## src/rtl/hamming_byte_encoder.sv

```systemverilog
// hamming_byte_encoder
//   Upstream stage of the Hamming(7,4) decoder. It accepts bytes over a
//   valid/ready handshake. Each byte is split into two nibbles, low nibble
//   first, and each nibble goes out as a registered 7-bit codeword over
//   valid/ready. When the codeword layout below is used, a clean codeword
//   gives a zero syndrome at the decoder. An optional fault injector flips
//   one bit of the next loaded codeword so the decoder's error paths can be
//   exercised.
//
// Parameters
//   CNT_W      width of the saturating emitted-codeword counter
//   INJECT_EN  1: fault injector present; 0: inject_* ignored, mask forced 0
//
// Ports
//   clk          in   rising-edge clock
//   rst          in   synchronous active-high reset
//   in_valid     in   in_data valid
//   in_data      in   [7:0] byte to encode
//   in_ready     out  byte accepted when in_valid & in_ready (combinational)
//   out_valid    out  out_code valid
//   out_code     out  [6:0] Hamming(7,4) codeword
//   out_last     out  1 = codeword carries the high nibble
//   out_ready    in   codeword consumed when out_valid & out_ready
//   inject_req   in   pulse: corrupt the next loaded codeword
//   inject_pos   in   [2:0] bit to flip, 7 = request dropped
//   inject_pend  out  injection armed, not yet applied
//   cw_count     out  [CNT_W-1:0] codewords handed off, saturating

module hamming_byte_encoder #(
  parameter int CNT_W     = 16,
  parameter bit INJECT_EN = 1'b1
) (
  input  logic             clk,
  input  logic             rst,
  input  logic             in_valid,
  input  logic [7:0]       in_data,
  output logic             in_ready,
  output logic             out_valid,
  output logic [6:0]       out_code,
  output logic             out_last,
  input  logic             out_ready,
  input  logic             inject_req,
  input  logic [2:0]       inject_pos,
  output logic             inject_pend,
  output logic [CNT_W-1:0] cw_count
);

  typedef enum logic [1:0] {
    IDLE    = 2'd0,
    SEND_LO = 2'd1,
    SEND_HI = 2'd2
  } state_t;

  // Layout: cw[2]=d0 cw[4]=d1 cw[5]=d2 cw[6]=d3,
  //         cw[0]=d0^d1^d3 cw[1]=d0^d2^d3 cw[3]=d1^d2^d3.
  function automatic logic [6:0] encode_nibble(input logic [3:0] d);
    logic [6:0] cw;
    cw[0] = d[0] ^ d[1] ^ d[3];
    cw[1] = d[0] ^ d[2] ^ d[3];
    cw[2] = d[0];
    cw[3] = d[1] ^ d[2] ^ d[3];
    cw[4] = d[1];
    cw[5] = d[2];
    cw[6] = d[3];
    return cw;
  endfunction

  state_t             state_q, state_d;
  // Only the high nibble has to survive past the accept cycle: the low
  // nibble is encoded straight from in_data.
  logic [3:0]         hi_q, hi_d;
  logic [6:0]         code_q, code_d;
  logic               last_q, last_d;
  logic               valid_q, valid_d;
  logic [CNT_W-1:0]   cnt_q, cnt_d;
  logic               pend_q, pend_d;
  logic [6:0]         mask_q, mask_d;

  logic               in_hs;
  logic               out_hs;
  logic               load;
  logic [6:0]         apply_mask;

  // Combinational ready: a byte can also be taken in the same cycle that
  // the high codeword is handed off, which gives 1 codeword/cycle.
  assign in_ready = !rst && ((state_q == IDLE) ||
                             ((state_q == SEND_HI) && out_ready));

  assign in_hs      = in_valid && in_ready;
  assign out_hs     = valid_q && out_ready;
  assign apply_mask = (INJECT_EN && pend_q) ? mask_q : 7'd0;

  always_comb begin
    state_d = state_q;
    hi_d    = hi_q;
    code_d  = code_q;
    last_d  = last_q;
    valid_d = valid_q;
    load    = 1'b0;

    case (state_q)
      IDLE: begin
        if (in_hs) begin
          hi_d    = in_data[7:4];
          code_d  = encode_nibble(in_data[3:0]) ^ apply_mask;
          last_d  = 1'b0;
          valid_d = 1'b1;
          load    = 1'b1;
          state_d = SEND_LO;
        end
      end
      SEND_LO: begin
        if (out_ready) begin
          code_d  = encode_nibble(hi_q) ^ apply_mask;
          last_d  = 1'b1;
          load    = 1'b1;
          state_d = SEND_HI;
        end
      end
      SEND_HI: begin
        if (out_ready) begin
          if (in_valid) begin
            hi_d    = in_data[7:4];
            code_d  = encode_nibble(in_data[3:0]) ^ apply_mask;
            last_d  = 1'b0;
            load    = 1'b1;
            state_d = SEND_LO;
          end else begin
            // out_code keeps its last value; only valid drops.
            valid_d = 1'b0;
            state_d = IDLE;
          end
        end
      end
      default: begin
        valid_d = 1'b0;
        state_d = IDLE;
      end
    endcase
  end

  always_comb begin
    cnt_d = cnt_q;
    if (out_hs && (cnt_q != {CNT_W{1'b1}})) begin
      cnt_d = cnt_q + {{(CNT_W-1){1'b0}}, 1'b1};
    end
  end

  // A request seen in a load cycle re-arms for the following load; the
  // load itself uses the mask that was already pending.
  always_comb begin
    pend_d = pend_q;
    mask_d = mask_q;
    if (!INJECT_EN) begin
      pend_d = 1'b0;
      mask_d = 7'd0;
    end else if (inject_req && (inject_pos != 3'd7)) begin
      pend_d = 1'b1;
      mask_d = 7'd1 << inject_pos;
    end else if (load) begin
      pend_d = 1'b0;
    end
  end

  always_ff @(posedge clk) begin
    if (rst) begin
      state_q <= IDLE;
      hi_q    <= 4'd0;
      code_q  <= 7'd0;
      last_q  <= 1'b0;
      valid_q <= 1'b0;
      cnt_q   <= {CNT_W{1'b0}};
      pend_q  <= 1'b0;
      mask_q  <= 7'd0;
    end else begin
      state_q <= state_d;
      hi_q    <= hi_d;
      code_q  <= code_d;
      last_q  <= last_d;
      valid_q <= valid_d;
      cnt_q   <= cnt_d;
      pend_q  <= pend_d;
      mask_q  <= mask_d;
    end
  end

  assign out_valid   = valid_q;
  assign out_code    = code_q;
  assign out_last    = last_q;
  assign inject_pend = pend_q;
  assign cw_count    = cnt_q;

endmodule

```

## config.mk

```make
export PLATFORM = sky130hd
export DESIGN_NAME = hamming_byte_encoder
export DESIGN_NICKNAME = d
export VERILOG_FILES = /design/src/rtl/hamming_byte_encoder.sv
export SDC_FILE = /design/constraint.sdc
export NUM_CORES = 1
export LEC_CHECK = 0
export ABC_CLOCK_PERIOD_IN_PS = 2950
export CAP_MARGIN = 25
export CORE_AREA = 5 5 78 66
export DETAILED_ROUTE_END_ITERATION = 6
export DIE_AREA = 0 0 83 71
export PLACE_DENSITY_LB_ADDON = 0.25
export SYNTH_ARGS = -nofsm -noshare
export SYNTH_HDL_FRONTEND = slang
export SYNTH_SLANG_ARGS = --single-unit
```

## constraint.sdc

```tcl
create_clock -name clk -period 2.95 [get_ports clk]
set_input_delay 0.59 -clock clk [delete_from_list [all_inputs] [get_ports clk]]
set_output_delay 0.59 -clock clk [all_outputs]
set_load 0.05 [all_outputs]
```

==> metrics, run 1 <==
run status finished clean; Max Buffers Root-to-Sink 2; reg-to-reg startpoint cw_count[0]$_SDFFE_PP0P_; Detailed Route Iter0 Violations 48; XOR/XNOR share of the synthesized area 0.140; Area Overhead vs Synth 27.8%; Cells after Synth 223; drt total wl 4250 µm; die extent in y 71 µm; TritonCTS Sinks 39; CP Cell Sequence clkdlybuf4s50_1 -> nor2b_1 -> nor3_1 -> buf_12; vias in the first global route 1,523; DP HPWL 3130 µm; initial antenna violation count 0; warnings from Yosys 0; PostCTS Resize Cnt 0; syn_nets 240; R2R Path End cw_count[0]$_SDFFE_PP0P_; Clk Latency, worst-skew pair 0.28 ns; syn_area_per_cell 9.12 µm²; post-synthesis mux area share 0.0935; min-delay worst type register to register; Rel. slew slack 0.570; clock skew 0.00455 ns; number of library cell types mapped by synthesis 37; routed len/inst 13.1 µm; Worst Hold Launch out_last$_SDFFE_PP0P_; worst-path cell with the longest stage delay clkdlybuf4s50_1; Max FO, Critical Path 9; critical path class primary input to output pin; Post-synth EDFFs 0; Vias per Instance 5.10; clock slew seen by the registers of the worst setup and hold paths 0.07 ns; Least-Margin Pin Slew 0.638 ns; fill count 413; CTS H-tree depth 2; most common cell after layout, fill and taps aside clkdlybuf4s50_1; Final Hold Slack 0.503 ns; R2R depth 7; setup TNS 0 ns; ys async rst share 0; minimum clock period 2.43 ns; Max-cap violations 0; Compound-Gate Fraction of Synth Area 0.0818; # setup viols final 0; I/O Buffers 42; CP Buf/Inv Count 2; site row count 22; CTS Hold Bufs 0; largest incremental delay on the critical path 0.62 ns; Max Clock Freq 412 MHz; largest family of logic cells by synthesized area simple AND/OR/NAND/NOR gates; unrepaired setup endpoints after global routing false; leak pwr 0.980 nW; most frequent cells in the layout 41 x clkdlybuf4s50_1, 39 x nor2_1, 39 x dfxtp_1; Hold Path Sink out_last$_SDFFE_PP0P_; DR vias 1,651; crit path launch type primary input; pin count of the biggest net entering global routing 23; Clock Tree Root clkbuf_8; Seq/Total Area, Yosys 0.384; FF+latch count, synth 39; setup bufs post-CTS 0; # diodes 0; mapped cell area 0.00203 mm²; Die ar. 0.00589 mm²; Num CTS Buffers 5; Initial Util 0.467; io pins 43; DRC violations left 0; CTS tree built; simple-gate share of the synthesized area 0.256; r2r setup slk 1.03 ns; placeable core area 0.00435 mm²; Die Width 83 µm; ratio of cells with drive above 1 in the final layout 0.0833; drt pass-1 iters 4; Hold Path Cell Cnt 2; # nets final 280; Final Wtd Congestion 0.756; Hold Vio Cnt, Final 0; Final WS setup 0.522 ns; critical path data arrival time 1.84 ns; global-route wire length before repair 7170 µm; PwrDens 457 mW/mm²; Worst setup EP type output pin; maximum vdd drop 0.217 mV; all-layer global routing usage 0.145; final slew viol count 0; Antenna Nets Post-Route 0; adder-cell share of the synthesized area 0.00615; Main synth FF type dfxtp_1; global route overflow 0; Top delay family on crit path buffers and inverters; Worst Path Required 2.36 ns; dpl ws 0.494 ns; fin crit share 0.823
-- where the power goes --
part           switching, mW  internal, mW  leakage, nW
Clock                  0.180         0.214       0.0515
Combinational          0.120         0.106        0.611
Sequential            0.0206         0.547        0.317
Total                  0.320         0.866        0.980
-- how the worst max path moves through the flow --
| stage | from | cells past startpoint | to |
|---|---|---|---|
| after floorplan | rst | 3 | in_ready |
| after global placement | out_ready | 4 | in_ready |
| after detailed placement | out_ready | 6 | cw_count[12]$_SDFFE_PP0P_ |
| after CTS | out_ready | 4 | in_ready |
| after global routing | out_ready | 4 | in_ready |
| final | out_ready | 4 | in_ready |
-- worst register-to-register path, delay by kind of cell, from the launching register on --
family,cells,cell delay (ns)
and+or+nand+nor,4,0.72
DFF,1,0.46
xor gates and xnor gates,1,0.15
adders and majority gates,1,0.24
buffers and inverters,1,0.25
-- stage by stage --
stage	utilization	cell area (µm²)	power, mW	cells
finish	0.597	2600	1.19	324
global route	0.597	2600	1.24	324
CTS	0.597	2600	1.20	324
detailed placement	0.574	2500	0.806	316
global placement	0.574	2500	0.804	316
floorplan	-	2030	0.737	223
-- layout make-up --
| cell class | instances | area (µm²) | area share |
|---|---|---|---|
| clock buffers | 8 | 100 | 0.0385 |
| inverters | 4 | 15.0 | 0.00578 |
| multi-input cells | 168 | 1170 | 0.452 |
| flip-flops and latches | 39 | 781 | 0.301 |
| well taps | 60 | 75.1 | 0.0289 |
| repair buffers | 45 | 453 | 0.174 |
-- flip-flops by register name (all words and copies together) (netlist names) --
register / count
cw_count: 16
mask_q: 7
out_code: 7
hi_q: 4
state_q: 2
inject_pend: 1
out_last: 1
out_valid: 1
-- metal layers --
layer	GRT usage	wire, µm	vias up
met5	0	0	-
met4	0.0436	36	0
met3	0.0373	176	2
met2	0.214	1840	41
met1	0.208	2200	757
li1	-	-	851
-- synthesized netlist by cell type, types with 2 or more instances --
| master | n | share of area |
|---|---|---|
| mux2i_1 | 19 | 0.094 |
| nor2b_1 | 4 | 0.012 |
| xor2_1 | 4 | 0.017 |
| and3_1 | 2 | 0.0062 |
| a32oi_1 | 3 | 0.013 |
| nor2_1 | 39 | 0.072 |
| nor3_2 | 3 | 0.015 |
| and4_1 | 2 | 0.0086 |
| clkbuf_1 | 6 | 0.011 |
| a21oi_1 | 9 | 0.022 |
| buf_4 | 2 | 0.0074 |
| or3_1 | 4 | 0.012 |
| buf_2 | 3 | 0.0074 |
| xnor3_1 | 6 | 0.066 |
| o21ai_0 | 7 | 0.017 |
| dfxtp_1 | 39 | 0.38 |
| nor3_1 | 9 | 0.022 |
| nand2_1 | 19 | 0.035 |
| nand4_1 | 5 | 0.015 |
| inv_1 | 4 | 0.0074 |
| xnor2_1 | 13 | 0.056 |
| nand4_2 | 3 | 0.018 |
| a211oi_1 | 4 | 0.015 |
-- cells by family (layout without fill, tap and decap cells) --
group,Yosys count,in the layout
buf+inv,16,57
fa+ha+maj,1,1
xor+xnor,23,23
flops,39,39
compound gates,27,27
simple gates,98,98
mux,19,19
Power figures use the tool's default switching activity.
==> run 2: changes to the inputs <==
ABC_CLOCK_PERIOD_IN_PS = 2230   (was 2950)
CORE_AREA = 5 5 81 68   (was 5 5 78 66)
DIE_AREA = 0 0 86 73   (was 0 0 83 71)
clock period = 2.23 ns   (was 2.95 ns; I/O delays follow)
==> metrics, run 2 (synthesis results as in run 1) <==
Num CTS Buffers 5; all-layer global routing usage 0.151; r2r setup slk 0.54 ns; Hold Vio Cnt, Final 0; Worst Hold Launch mask_q[4]$_SDFFE_PP0P_; Max FO, Critical Path 8; Largest register FFs 16; # setup viols final 0; global-route wire length before repair 7490 µm; dpl ws 0.0817 ns; critical path data arrival time 1.62 ns; reg-to-reg startpoint state_q[0]$_SDFFE_PP0P_; R2R Path End inject_pend$_SDFFE_PP0P_; Top delay family on crit path buffers and inverters; die extent in y 73 µm; CTS Hold Bufs 0; global route overflow 0; Max Clock Freq 483 MHz; setup TNS 0 ns; Reg power frac 0.448; Final Hold Slack 0.498 ns; Rel. slew slack 0.664; DP HPWL 3100 µm; CTS tree built; vias in the first global route 1,622; P_sw 439 µW; Least-Margin Pin Slew 0.503 ns; origin of the worst setup path cw_count[10]$_SDFFE_PP0P_; minimum clock period 2.07 ns; leak pwr 1.02 nW; most common cell after layout, fill and taps aside clkdlybuf4s50_1; placed cells 324; routed len/inst 13.0 µm; critical path endpoint cw_count[10]; clock slew seen by the registers of the worst setup and hold paths 0.08 ns; final instance area 0.00267 mm²; Worst Path Required 1.78 ns; Comb power frac 0.186; placeable core area 0.00475 mm²; clock share of power 0.366; DR vias 1,689; Die Width 86 µm; Final Wtd Congestion 0.803; clock skew 0.00581 ns; DRC violations left 0; Max-cap violations 0; unrepaired setup endpoints after global routing false; final core occ 0.562; ratio of cells with drive above 1 in the final layout 0.111; Finished Layout Cells 332; Worst setup EP type output pin; I/O Buffers 42; drt total wl 4300 µm; Detailed Route Iter0 Violations 74; CP Buf/Inv Count 1; Final Power 1.67 mW; cell-internal power 1.23 mW; CTS H-tree depth 2; Max Buffers Root-to-Sink 2; run status finished clean; Initial Util 0.428; DP Area 0.00255 mm²; maximum vdd drop 0.338 mV; CP Cell Sequence clkdlybuf4s50_1; largest incremental delay on the critical path 0.85 ns; fill count 438; # diodes 0; PwrDens 627 mW/mm²; most frequent cells in the layout 41 x clkdlybuf4s50_1, 39 x nor2_1, 39 x dfxtp_1; final slew viol count 0; TritonCTS Sinks 39; fin crit share 0.928; Vias per Instance 5.09; worst-path cell with the longest stage delay clkdlybuf4s50_1; Clk Latency, worst-skew pair 0.30 ns; setup bufs post-CTS 0; min-delay worst type register to register; Final WS setup 0.161 ns; CP Depth 1; site row count 23; critical path class register to output pin; Antenna Nets Post-Route 0; PostCTS Resize Cnt 0; R2R depth 5; Area Overhead vs Synth 31.2%; Die ar. 0.00628 mm²; Net Sw Frac 0.262; crit path launch type register; pin count of the biggest net entering global routing 30; # nets final 286; drt pass-1 iters 4; Clock Tree Root clkbuf_8; initial antenna violation count 0; io pins 43
## run 2: final cells by class
class                           instances  area, µm²  share of cell area
Sequential cell                        39        781               0.293
Inverter                                4       15.0             0.00563
Timing Repair Buffer                   51        498               0.187
Clock inverter                          2       35.0              0.0131
Tap cell                               62       77.6              0.0291
Multi-Input combinational cell        168       1180               0.442
Clock buffer                            6       82.6              0.0310
## run 2: per-layer routing
metal | routed length (µm) | part of all wire | GRT usage | vias up
li1 | - | - | - | 865
met1 | 2100 | 0.49 | 0.197 | 790
met2 | 1900 | 0.44 | 0.230 | 29
met3 | 254 | 0.059 | 0.0576 | 5
met4 | 46 | 0.011 | 0.0475 | 0
met5 | 0 | 0 | 0 | -
## run 2: worst min path at each step
stage / to / slack [ns] / depth (start not counted)
6_report: mask_q[4]$_SDFFE_PP0P_ / 0.50 / 2
5_1_grt: out_code[2]$_SDFFE_PP0P_ / 0.53 / 2
4_1_cts: mask_q[4]$_SDFFE_PP0P_ / 0.51 / 2
3_5_place_dp: mask_q[4]$_SDFFE_PP0P_ / 0.48 / 2
3_3_place_gp: mask_q[4]$_SDFFE_PP0P_ / 0.48 / 2
2_1_floorplan: mask_q[1]$_SDFFE_PP0P_ / 0.45 / 2
## run 2: power groups by stage
stage	logic (mW)	registers, mW	clock network, mW
after floorplan	0.161	0.815	0
after global placement	0.308	0.764	0
after global routing	0.337	0.753	0.670
final	0.311	0.748	0.612
after detailed placement	0.312	0.764	0
after CTS	0.313	0.748	0.635
==> run 3: changes to the inputs <==
REMOVE_ABC_BUFFERS = 1   (was unset)
==> metrics, run 3 (synthesis results as in run 1) <==
routed len/inst 12.7 µm; die extent in y 73 µm; DP HPWL 3200 µm; site row count 23; # setup viols final 0; setup TNS 0 ns; critical path class primary input to output pin; Clk Latency, worst-skew pair 0.29 ns; Max-cap violations 0; TritonCTS Sinks 39; Detailed Route Iter0 Violations 40; drt total wl 4230 µm; r2r setup slk 0.57 ns; Area Overhead vs Synth 31.0%; io pins 43; CTS Hold Bufs 0; Final Hold Slack 0.499 ns; Rel. slew slack 0.666; Die Width 86 µm; DRC violations left 0; reg-to-reg startpoint cw_count[0]$_SDFFE_PP0P_; Worst Path Required 1.78 ns; PwrDens 595 mW/mm²; global-route wire length before repair 7480 µm; # diodes 0; R2R Path End cw_count[5]$_SDFFE_PP0P_; R2R depth 7; DR vias 1,685; placeable core area 0.00475 mm²; Vias per Instance 5.04; maximum vdd drop 0.332 mV; Max Clock Freq 475 MHz; PostCTS Resize Cnt 0; vias in the first global route 1,582; drt pass-1 iters 4; origin of the worst setup path rst; most common cell after layout, fill and taps aside clkdlybuf4s50_1; global route overflow 0; unrepaired setup endpoints after global routing false; pin count of the biggest net entering global routing 27; initial antenna violation count 0; placed cells 326; critical path data arrival time 1.66 ns; run status finished clean; Max FO, Critical Path 8; Num CTS Buffers 5; minimum clock period 2.11 ns; ratio of cells with drive above 1 in the final layout 0.114; Clock Tree Root clkbuf_8; crit path launch type primary input; critical path endpoint in_ready; CTS H-tree depth 2; all-layer global routing usage 0.150; leak pwr 1.02 nW; Max Buffers Root-to-Sink 2; Largest register FFs 16; most frequent cells in the layout 41 x clkdlybuf4s50_1, 39 x nor2_1, 39 x dfxtp_1; Finished Layout Cells 334; setup bufs post-CTS 0; clock slew seen by the registers of the worst setup and hold paths 0.07 ns; Antenna Nets Post-Route 0; Final Wtd Congestion 0.830; # nets final 288; I/O Buffers 42; fin crit share 0.944; Initial Util 0.428; Hold Vio Cnt, Final 0; final slew viol count 0; Die ar. 0.00628 mm²; Least-Margin Pin Slew 0.500 ns; min-delay worst type register to register; CTS tree built; Worst setup EP type output pin; clock skew 0.00596 ns
-- run 3: cell count changes in the layout (fill, tap and decap cells not counted) --
cell,before,now
clkinvlp_4,0,1
buf_4,9,11
clkinv_2,1,0
nor3_2,4,3
clkbuf_8,6,7
nor3_1,8,9
bufinv_16,1,0
-- run 3: through the flow --
step | cell area, µm² | total power [mW] | worst slack (ns) | utilization
after floorplan | 1970 | 0.954 | 0.0654 | -
after global placement | 2560 | 1.08 | 0.0912 | 0.539
after detailed placement | 2560 | 1.08 | 0.0857 | 0.539
after CTS | 2660 | 1.61 | 0.115 | 0.561
after global routing | 2660 | 1.67 | 0.0902 | 0.561
final | 2660 | 1.59 | 0.124 | 0.561
-- run 3: report_power, final --
group / switching [mW] / internal, mW / leakage, nW
clock network: 0.245 / 0.281 / 0.0505
registers: 0.0240 / 0.723 / 0.317
logic: 0.164 / 0.148 / 0.651
total: 0.433 / 1.15 / 1.02
-- run 3: worst min-delay path by stage --
stage,slack [ns],cells past startpoint,to,start
detailed placement,0.48,2,mask_q[1]$_SDFFE_PP0P_,mask_q[1]$_SDFFE_PP0P_
CTS,0.50,2,mask_q[1]$_SDFFE_PP0P_,mask_q[1]$_SDFFE_PP0P_
global route,0.54,2,mask_q[3]$_SDFFE_PP0P_,mask_q[3]$_SDFFE_PP0P_
floorplan,0.45,2,mask_q[1]$_SDFFE_PP0P_,mask_q[1]$_SDFFE_PP0P_
global placement,0.48,2,mask_q[1]$_SDFFE_PP0P_,mask_q[1]$_SDFFE_PP0P_
finish,0.50,2,out_last$_SDFFE_PP0P_,out_last$_SDFFE_PP0P_
-- run 3: area by class of cell --
class	count	area, µm²
clock inverter	1	7.51
fill	447	2080
tap	62	77.6
inverter	4	15.0
timing repair buffer	53	513
sequential	39	781
clock buffer	7	96.3
multi-input combinational	168	1170
-- run 3: per-layer routing --
layer	track usage	wire length (µm)	vias to the layer above
met1	0.217	2180	774
met2	0.215	1810	37
met5	0	0	-
li1	-	-	872
met4	0.0527	24	0
met3	0.0372	218	2
-- run 3: critical path, stage by stage --
cell             delay, ns
clkdlybuf4s50_1       0.50
buf_4                 0.21
nor3_1                0.31
buf_12                0.18
